==> config.mk <==
export PLATFORM = sky130hd
export DESIGN_NAME = v11_pulse_emulator
export DESIGN_NICKNAME = d
export VERILOG_FILES = /design/src/rtl/v11_pulse_emulator.sv
export SDC_FILE = /design/constraint.sdc
export NUM_CORES = 1
export LEC_CHECK = 0
export CAP_MARGIN = 30
export CORE_MARGIN = 5
export CORE_UTILIZATION = 35
export CTS_BUF_LIST = sky130_fd_sc_hd__clkbuf_2
export DETAILED_ROUTE_END_ITERATION = 12
export MAX_ROUTING_LAYER = met4
export PLACE_DENSITY = 0.51
export REMOVE_ABC_BUFFERS = 1
export SYNTH_ARGS = -nofsm -noshare
export SYNTH_HDL_FRONTEND = slang
export SYNTH_SLANG_ARGS = --single-unit
==> constraint.sdc <==
create_clock -name clk -period 4.1 [get_ports clk]
set_clock_uncertainty 0.1 [all_clocks]
set_input_delay 0.82 -clock clk [delete_from_list [all_inputs] [get_ports clk]]
set_output_delay 0.82 -clock clk [all_outputs]
set_load 0.05 [all_outputs]
==> src/rtl/v11_pulse_emulator.sv <==
// Detector-preamp emulator: baseline plus linear-rise / exponential-tail pulses, output combinational from registers (0 clk latency).
// Triggers use valid/ready; ready drops only while rising or when disabled, and a trigger during the tail piles onto the residual level.
module v11_pulse_emulator #(
    parameter int SIZE_ADC_DATA = 12,
    parameter int BASELINE      = 100,
    parameter int DECAY_SHIFT   = 4,
    parameter int RISE_SHIFT    = 2
) (
    input  logic                     clk,
    input  logic                     reset,
    input  logic                     enable,
    input  logic                     trig_valid,
    input  logic [SIZE_ADC_DATA-1:0] trig_amp,
    output logic                     trig_ready,
    output logic [SIZE_ADC_DATA-1:0] output_data,
    output logic                     busy,
    output logic                     sat,
    output logic [15:0]              pulse_count
);

    localparam int LW = SIZE_ADC_DATA + DECAY_SHIFT + 1;
    localparam int CW = RISE_SHIFT + 1;

    localparam logic [1:0] ST_IDLE  = 2'd0;
    localparam logic [1:0] ST_RISE  = 2'd1;
    localparam logic [1:0] ST_DECAY = 2'd2;

    localparam logic [LW:0]   ADC_MAX_EXT = {{(LW + 1 - SIZE_ADC_DATA){1'b0}}, {SIZE_ADC_DATA{1'b1}}};
    localparam logic [LW:0]   LVL_MAX     = ADC_MAX_EXT << DECAY_SHIFT;
    localparam logic [CW-1:0] LAST_STEP   = {CW{1'b1}} >> 1;
    localparam logic [31:0]   ADC_MAX     = 32'((1 << SIZE_ADC_DATA) - 1);

    if (RISE_SHIFT > DECAY_SHIFT) begin : g_bad_shift
        $error("RISE_SHIFT must not exceed DECAY_SHIFT");
    end

    logic [1:0]               state_q, state_d;
    logic [LW-1:0]            lvl_q, lvl_d;
    logic [CW-1:0]            cnt_q, cnt_d;
    logic [SIZE_ADC_DATA-1:0] amp_q, amp_d;
    logic [15:0]              pcnt_q, pcnt_d;

    logic [LW-1:0] step;
    logic [LW:0]   rise_sum;
    logic [LW-1:0] decay_amt;
    logic [31:0]   out_sum;
    logic          accept;

    // Rise is split into 2^RISE_SHIFT equal steps summing to amp << DECAY_SHIFT.
    assign step      = {{(LW - SIZE_ADC_DATA){1'b0}}, amp_q} << (DECAY_SHIFT - RISE_SHIFT);
    assign rise_sum  = {1'b0, lvl_q} + {1'b0, step};
    assign decay_amt = lvl_q >> DECAY_SHIFT;

    assign trig_ready = enable && (state_q != ST_RISE);
    assign accept     = trig_valid && trig_ready;
    assign busy       = (state_q != ST_IDLE);
    assign pulse_count = pcnt_q;

    assign out_sum     = 32'(BASELINE) + 32'(lvl_q >> DECAY_SHIFT);
    assign sat         = (out_sum > ADC_MAX);
    assign output_data = sat ? {SIZE_ADC_DATA{1'b1}} : out_sum[SIZE_ADC_DATA-1:0];

    always_comb begin
        state_d = state_q;
        lvl_d   = lvl_q;
        cnt_d   = cnt_q;
        amp_d   = amp_q;
        pcnt_d  = pcnt_q;
        if (accept) begin
            state_d = ST_RISE;
            cnt_d   = '0;
            amp_d   = trig_amp;
            pcnt_d  = pcnt_q + 16'd1;
        end else if (enable) begin
            case (state_q)
                ST_RISE: begin
                    lvl_d = (rise_sum > LVL_MAX) ? LVL_MAX[LW-1:0] : rise_sum[LW-1:0];
                    cnt_d = cnt_q + CW'(1);
                    if (cnt_q == LAST_STEP) begin
                        state_d = ST_DECAY;
                    end
                end
                ST_DECAY: begin
                    if (decay_amt == '0) begin
                        lvl_d   = '0;
                        state_d = ST_IDLE;
                    end else begin
                        lvl_d = lvl_q - decay_amt;
                    end
                end
                default: ;
            endcase
        end
    end

    always_ff @(posedge clk or posedge reset) begin
        if (reset) begin
            state_q <= ST_IDLE;
            lvl_q   <= '0;
            cnt_q   <= '0;
            amp_q   <= '0;
            pcnt_q  <= '0;
        end else begin
            state_q <= state_d;
            lvl_q   <= lvl_d;
            cnt_q   <= cnt_d;
            amp_q   <= amp_d;
            pcnt_q  <= pcnt_d;
        end
    end

endmodule

After elaboration in Yosys (flattened, before gate mapping)
Cells that the tools add are included.
- input port bits: 16
- word-level logic and storage cells: 42
- bits in registers: 50
- output and inout port bits: 31
- bitwise operators: 1
- $lt $le $gt $ge: 2
- reduce and logical (&&, ||, !) cells: 11
- multiplexer cells: 12
- $add $sub $neg: 5
- eq/ne operators: 6
- operators with widths (cell ; number):
    2-to-1 mux 17 bit ; 2
    case mux 17 bit (2 select lines) ; 1
    adder 17 x 14 -> 18 bit ; 1
    greater-than comparator 18 x 16 -> 1 bit, second input constant ; 1
    zero test 17 bit ; 1
    subtractor 17 x 13 -> 17 bit ; 1
    adder 16 x 1 -> 16 bit, second input constant ; 1
    adder 7 x 13 -> 14 bit, first input constant ; 1
    greater-than comparator 14 x 12 -> 1 bit, second input constant ; 1
    2-to-1 mux 12 bit ; 1
    2-to-1 mux 3 bit ; 3
    2-to-1 mux 2 bit ; 4
    nonzero test 2 bit ; 4
    != test 3 bit, second input constant ; 2
    case mux 2 bit (2 select lines) ; 1
    AND reduction 4 bit ; 1
    adder 3 x 1 -> 3 bit, second input constant ; 1
    == test 3 x 2 -> 1 bit, second input constant ; 1
    AND reduction 3 bit ; 1
    nonzero test 3 bit ; 1
    == test 2 x 1 -> 1 bit, second input constant ; 1
    == test 2 bit, second input constant ; 1
    logical AND 1 bit ; 2
    != test 2 x 1 -> 1 bit, second input constant ; 1
    2 further kinds ; 2

Logic depth before layout (Yosys ltp)
Gate-level depths: netlist of run 1.
- depth after elaboration: 5
- gate-level depth with buffers: 12
- mapped depth without buffers: 12

Worst setup path before layout of run 1
No wires, ideal clock.
- path type: flip-flop to output port
- start point: register lvl_q[6]
- end point: output port output_data[6]
- setup slack: 0.961 ns
- stages on the path, launching flop included: 11
- arrival: 2.219 ns
- data required time: 3.180 ns
- path through: dfrtp_1 ha_1 nand2_1 nand2_1 nand2_1 nor3_1 nand3_1 nor3_1 a21o_1 clkbuf_1 nand3_1
- longest elaborated chain between the ends: 3
- RTL lines (element ; RTL line ; RTL):
    from (decl) ; 38 ; logic [LW-1:0] lvl_q, lvl_d;
    from (signal assigned) ; 105 ; lvl_q <= lvl_d;
    adder 7 x 13 -> 14 bit (*) ; 59 ; assign out_sum = 32'(BASELINE) + 32'(lvl_q >> DECAY_SHIFT);
    greater-than comparator 14 x 12 -> 1 bit ; 60 ; assign sat = (out_sum > ADC_MAX);
    2-to-1 mux 12 bit (*) ; 61 ; assign output_data = sat ? {SIZE_ADC_DATA{1'b1}} : out_sum[SIZE_ADC_DATA-1:0];
    to (decl) ; 15 ; output logic [SIZE_ADC_DATA-1:0] output_data,
Every way passes the cells marked *; elsewhere a longest branch is shown, timed or not.

Worst setup path in the final report of run 1
- start point: register lvl_q[7]
- end point: output port output_data[7]
Same word-level chain as after synthesis.

==> impl_metrics.py, run 1 <==
metrics = {
    "sta": {
        "fmax_ghz": 0.2682,
        "report.final.hold_viol_count": 0,
        "fin_crit_ps": 3729,
        "tightest_slew_ps": 642.0,
        "finalCritPeriodShare": 0.9095,
        "max_slew_margin": 0.5714,
        "drv_slew": 0,
        "tns_ps": 0,
        "finalSetupViolations": 0,
        "rsz0062_at_grt": "no",
    },
    "synth": {
        "synth-xor-area-share": 0.07746,
        "seq_area_frac_synth": 0.3162,
        "ys.flop_type": "dfrtp_1",
        "synth-simple-area-share": 0.2444,
        "async_flop_share": 1.000,
        "yosys_register_bits": 50,
        "synth_fa_ha_area_frac": 0.1144,
        "netlist_instances": 469,
        "synth_edf_count": 0,
        "yosysWarnings": 0,
        "synthMuxAreaShare": 0.005058,
        "syn_area_um2": 3958,
        "synth_top_family_by_area": "simple AND/OR/NAND/NOR gates",
        "synth_cell_type_count": 67,
        "avgSynthCellArea_um2": 8.438,
        "synth_compound_area_frac": 0.1938,
    },
    "clock_tree": {
        "cts-root-buf": "clkbuf_2",
        "clk_path_buf_depth": 2,
        "cts.sinks": 50,
        "htree_levels": 2,
        "clk_pin_slew_ps": 240,
        "post-cts-setup-buffers": 0,
        "numCtsBuffers": 5,
        "insertion_delay_ps": 430,
        "cts_tree": "built",
    },
    "worst_hold_path": {
        "worst_hold_path_type": "reg2reg",
    },
    "placement": {
        "port_buffers": 46,
        "dp_hpwl_um": 8263,
        "routabilityCongestion": 0.8203,
    },
    "grt": {
        "grt_pass1_vias": 3477,
        "grt_first_pass_wirelength_um": 17160,
        "grt_max_degree": 28,
        "grt_usage": 0.1625,
        "gr-total-overflow": 0,
        "antenna_found_initial": 0,
    },
    "final_layout": {
        "regArea_um2": 1252,
        "area_delta_synth_final_pct": 16.03,
        "multi_input_area_um2": 2515,
        "antenna_cells": 0,
        "fin_nets": 565,
        "layout-drive-gt1-share": 0.06809,
        "nFillCells": 1127,
    },
    "routing": {
        "vias_per_cell": 5.433,
        "vias": 3553,
        "ant_nets": 0,
        "drt_iter0_markers": 213,
        "drc_errors": 0,
        "drt_wl_total_um": 10290,
        "firstDrtPassIters": 4,
        "avgRoutedWirePerCell_um": 15.73,
    },
    "floorplan": {
        "die_y_um": 116.3,
        "core_area_um2": 10980,
        "std_cell_rows": 38,
        "fp.dieArea_um2": 13530,
        "die_w_um": 116.3,
        "start_util": 0.3603,
        "boundaryPins": 47,
    },
    "worst_setup_path": {
        "arrival_ps": 2810,
        "critPathLaunchType": "register",
        "cp_max_fo": 13,
        "path_class": "reg2out",
        "cp.required_ps": 3180,
        "crit_path_end_kind": "output port",
    },
    "run": {
        "maxCapViolations": 0,
    },
    "run_status": {
        "status": "complete, no violations",
    },
}
routing by layer:
metal | vias up | part of all wire | GRT usage
met3 | 13 | 0.037 | 0.02591
met1 | 1705 | 0.47 | 0.2131
met4 | 0 | 0.017 | 0.03944
li1 | 1765 | - | -
met5 | - | 0 | -
met2 | 70 | 0.47 | 0.2635
worst paths after layout:
path / endpoint / depth (start not counted) / slack [ps] / start
setup / recovery: output_data[7] / 10 / 370 / lvl_q[7]$_DFFE_PP0P_
max in group asynchronous: amp_q[1]$_DFFE_PP0P_ / 3 / 2710 / reset
setup reg to reg: lvl_q[2]$_DFFE_PP0P_ / 11 / 650 / lvl_q[2]$_DFFE_PP0P_
min in group asynchronous: pulse_count[0]$_DFFE_PP0P_ / 2 / 640 / reset
hold reg to reg: pulse_count[15]$_DFFE_PP0P_ / 1 / 380 / pulse_count[15]$_DFFE_PP0P_
hold / removal: pulse_count[15]$_DFFE_PP0P_ / 1 / 380 / pulse_count[15]$_DFFE_PP0P_
metrics by stage:
| step | std cells | cell area [um^2] | utilization | hold slack, ps | worst slack, ps |
|---|---|---|---|---|---|
| after CTS | 654 | 4589 | 0.4179 | 392.5 | 120.0 |
| after global routing | 654 | 4592 | 0.4181 | 421.4 | 27.83 |
| after detailed placement | 647 | 4571 | 0.4162 | 360.3 | 388.9 |
| after floorplan | 456 | 3877 | - | 349.7 | 944.3 |
| after global placement | 646 | 4543 | 0.4136 | 357.5 | 490.6 |
| final | 654 | 4592 | 0.4181 | 383.2 | 371.0 |
registers in the layout, indices dropped and copies added, names as in the netlist:
| register | count |
|---|---|
| lvl_q | 17 |
| pulse_count | 16 |
| amp_q | 12 |
| cnt_q | 3 |
| state_q | 2 |
area by class of cell:
type	instances	area share
Multi-Input combinational cell	376	0.5477
Clock buffer	7	0.007629
Tap cell	140	0.03815
Inverter	30	0.02452
Timing Repair Buffer	51	0.1093
Sequential cell	50	0.2728
kinds of logic after synthesis:
family,count (synthesis)
AO/OA/AOI/OAI,108
XOR/XNOR,35
adder cells (fa/ha/maj),35
buffers and inverters,43
flip-flops,50
multiplexers,2
AND/OR/NAND/NOR,196
worst max-delay path, cell delays in order (launching register included):
cell           delay (ps)
dfrtp_1               490
ha_1                  220
nand2_1                80
nand2_1                90
nand2_1                90
nor3_1                260
nand3_1               140
nor3_1                180
a21o_2                260
o21ai_0               130
dlygate4sd2_1         440
Yosys cell counts (all sizes together) (3+ instances only):
master / instances / area share
nand2: 82 / 0.078
dfrtp: 50 / 0.32
nor2: 36 / 0.034
ha: 33 / 0.10
inv: 30 / 0.028
o21ai: 29 / 0.037
xnor2: 26 / 0.058
a21oi: 25 / 0.033
nor3: 13 / 0.016
nand3: 9 / 0.013
xor2: 9 / 0.020
clkbuf: 8 / 0.0076
a21o: 7 / 0.013
nand4: 7 / 0.011
a221oi: 6 / 0.018
nor4: 6 / 0.011
or4: 6 / 0.012
and2: 5 / 0.0079
and3: 5 / 0.0082
buf: 5 / 0.013
nor2b: 5 / 0.0098
a221o: 4 / 0.010
a31oi: 4 / 0.0063
and4: 4 / 0.0089
nand2b: 4 / 0.0063
o211ai: 4 / 0.0076
a211oi: 3 / 0.0057
nor3b: 3 / 0.0057
o21a: 3 / 0.0057
o221ai: 3 / 0.0066
o31a: 3 / 0.0089
o31ai: 3 / 0.0070
or2: 3 / 0.0047
or3: 3 / 0.0051
placed cells by master (no fill, tap or decap), types with 3 or more instances in the layout:
cell type	n
a31oi_1	4
clkdlybuf4s50_1	33
nor4_1	5
xor2_1	9
o21ai_0	28
buf_4	4
a221oi_2	3
nand2b_1	4
a21oi_1	24
nand3_1	8
and3_1	4
and2_1	5
clkbuf_2	7
nand2_1	81
a221oi_1	3
a21o_1	6
and4_1	4
ha_1	33
o21a_1	3
or4_1	5
inv_1	29
o211ai_1	4
nor2b_1	4
a211oi_1	3
a221o_1	4
o221ai_1	3
nor3b_1	3
nor3_1	13
nand4_1	7
nor2_1	36
dlygate4sd2_1	13
dfrtp_1	49
xnor2_1	26
what timing repair did:
item                                    in CTS  in global routing
hold buffers                                 0                  0
endpoints found under the setup margin      13                 13
gates resized for setup                     13                  2
endpoints found under the hold margin        0                  0
Power of run 1 is left out: the tool's default activity adds up to more than one toggle a clock period on the data nets, which glitch-free logic cannot reach.
==> inputs of run 2 (changes only) <==
Settings changed: CORE_UTILIZATION 35 to 30, HOLD_SLACK_MARGIN set to 0.05, PLACE_DENSITY 0.51 to 0.45.
==> run 2 against run 1 <==
  * Die area rose by 15%
  * Critical path type unchanged
  * Highest routed layer unchanged
  * First-iteration DRC count fell by 4.2%
  * Core utilization fell by 6.0 points
  * Cell count rose by 5.8%
  * Critical endpoint unchanged
  * Via count fell by 2.3%
  * Routed wire length rose by 6.2%
  * Hold slack improved by 11 ps
  * Maximum frequency rose by 1.7%
  * Critical path depth did not move
==> impl_metrics.py, run 2 (synthesized netlist as in run 1, its figures left out) <==
metrics = {
    "final_layout": {
        "antenna_cells": 0,
        "largest_reg_flops": 17,
        "fin_nets": 566,
        "regMostFlops": "lvl_q",
        "mostFrequentLayoutCells": "nand2_1 (81), dfrtp_1 (49), nor2_1 (36)",
        "layout-drive-gt1-share": 0.07364,
        "area_delta_synth_final_pct": 18.46,
        "final_common_cell": "nand2_1",
    },
    "floorplan": {
        "start_util": 0.3024,
        "die_w_um": 124.9,
        "fp.dieArea_um2": 15590,
        "core_area_um2": 13090,
        "die_y_um": 124.9,
        "std_cell_rows": 42,
        "boundaryPins": 47,
    },
    "grt": {
        "gr-total-overflow": 0,
        "grt_max_degree": 29,
        "grt_usage": 0.1461,
        "antenna_found_initial": 0,
        "grt_pass1_vias": 3654,
        "grt_first_pass_wirelength_um": 18370,
    },
    "sta": {
        "report.final.hold_viol_count": 0,
        "drv_slew": 0,
        "fin_crit_ps": 3666,
        "finalSetupViolations": 0,
        "tns_ps": 0,
        "max_slew_margin": 0.5654,
        "finalCritPeriodShare": 0.8942,
        "rsz0062_at_grt": "no",
        "fmax_ghz": 0.2728,
        "tightest_slew_ps": 651.9,
        "hold_slack_ps": 394.6,
    },
    "worst_setup_path": {
        "r2r_start": "lvl_q[5]$_DFFE_PP0P_",
        "reg2regPathDepth": 10,
        "critPathLaunchType": "register",
        "endpoint": "output_data[7]",
        "crit_path_end_kind": "output port",
        "cp.required_ps": 3180,
        "path_class": "reg2out",
        "startpoint": "lvl_q[7]$_DFFE_PP0P_",
        "r2r_setup_slack_ps": 640,
        "reg2reg_to": "lvl_q[15]$_DFFE_PP0P_",
        "cp_max_fo": 13,
        "arrival_ps": 2750,
    },
    "routing": {
        "drt_iter0_markers": 204,
        "vias": 3471,
        "vias_per_cell": 5.016,
        "avgRoutedWirePerCell_um": 15.79,
        "ant_nets": 0,
        "drc_errors": 0,
        "drt_wl_total_um": 10930,
        "firstDrtPassIters": 4,
    },
    "clock_tree": {
        "cts_tree": "built",
        "post_cts_resized": 13,
        "htree_levels": 2,
        "cts-root-buf": "clkbuf_2",
        "insertion_delay_ps": 460,
        "numCtsBuffers": 5,
        "cts_hold_buffers": 0,
        "cts.sinks": 50,
        "clk_pin_slew_ps": 270,
        "clk_path_buf_depth": 2,
        "post-cts-setup-buffers": 0,
    },
    "placement": {
        "routabilityCongestion": 0.8192,
        "port_buffers": 46,
        "dp_hpwl_um": 8737,
    },
    "run": {
        "maxCapViolations": 0,
    },
    "run_status": {
        "status": "complete, no violations",
    },
    "worst_hold_path": {
        "worst_hold_path_type": "reg2reg",
    },
}
-- run 2: layout make-up --
cell class / instances / area, um^2
flip-flops and latches: 50 / 1252
inverters: 30 / 112.6
well taps: 176 / 220.2
multi-input cells: 376 / 2520
clock buffers: 5 / 25.02
repair buffers: 52 / 489.2
clock inverters: 3 / 68.82
fillers: 1387 / 8397
-- run 2: worst max-delay path: stages (launching register included) --
cell and delay (ps):
dfrtp_1 500, ha_1 210, nand2_1 80, nand2_1 110, nand2_1 90, nor3_2 190
nand3_1 120, nor3_1 190, a21o_2 230, o21ai_0 110, dlygate4sd2_1 440
-- run 2: routing by layer --
| layer | wire (um) | track usage | vias up |
|---|---|---|---|
| li1 | - | - | 1765 |
| met1 | 5395 | 0.1939 | 1622 |
| met2 | 5028 | 0.2360 | 76 |
| met3 | 378 | 0.01930 | 8 |
| met4 | 123 | 0.03890 | 0 |
| met5 | 0 | - | - |
-- run 2: metrics by stage --
step | setup slack, ps | cells | instance area, um^2 | util
finish | 433.9 | 692 | 4688 | 0.3583
global route | 117.0 | 692 | 4688 | 0.3583
CTS | 66.86 | 692 | 4681 | 0.3577
detailed placement | 393.7 | 684 | 4603 | 0.3518
global placement | 490.3 | 684 | 4603 | 0.3518
floorplan | 944.3 | 456 | 3877 | -
-- run 2: worst min path at each step --
stage | startpoint | to | slack (ps) | cells after the start
floorplan | amp_q[0]$_DFFE_PP0P_ | amp_q[0]$_DFFE_PP0P_ | 350 | 2
global placement | pulse_count[15]$_DFFE_PP0P_ | pulse_count[15]$_DFFE_PP0P_ | 360 | 1
detailed placement | pulse_count[15]$_DFFE_PP0P_ | pulse_count[15]$_DFFE_PP0P_ | 350 | 1
CTS | pulse_count[15]$_DFFE_PP0P_ | pulse_count[15]$_DFFE_PP0P_ | 400 | 1
global route | pulse_count[15]$_DFFE_PP0P_ | pulse_count[15]$_DFFE_PP0P_ | 410 | 1
finish | pulse_count[15]$_DFFE_PP0P_ | pulse_count[15]$_DFFE_PP0P_ | 390 | 1
Power of run 2 is left out for the same reason.
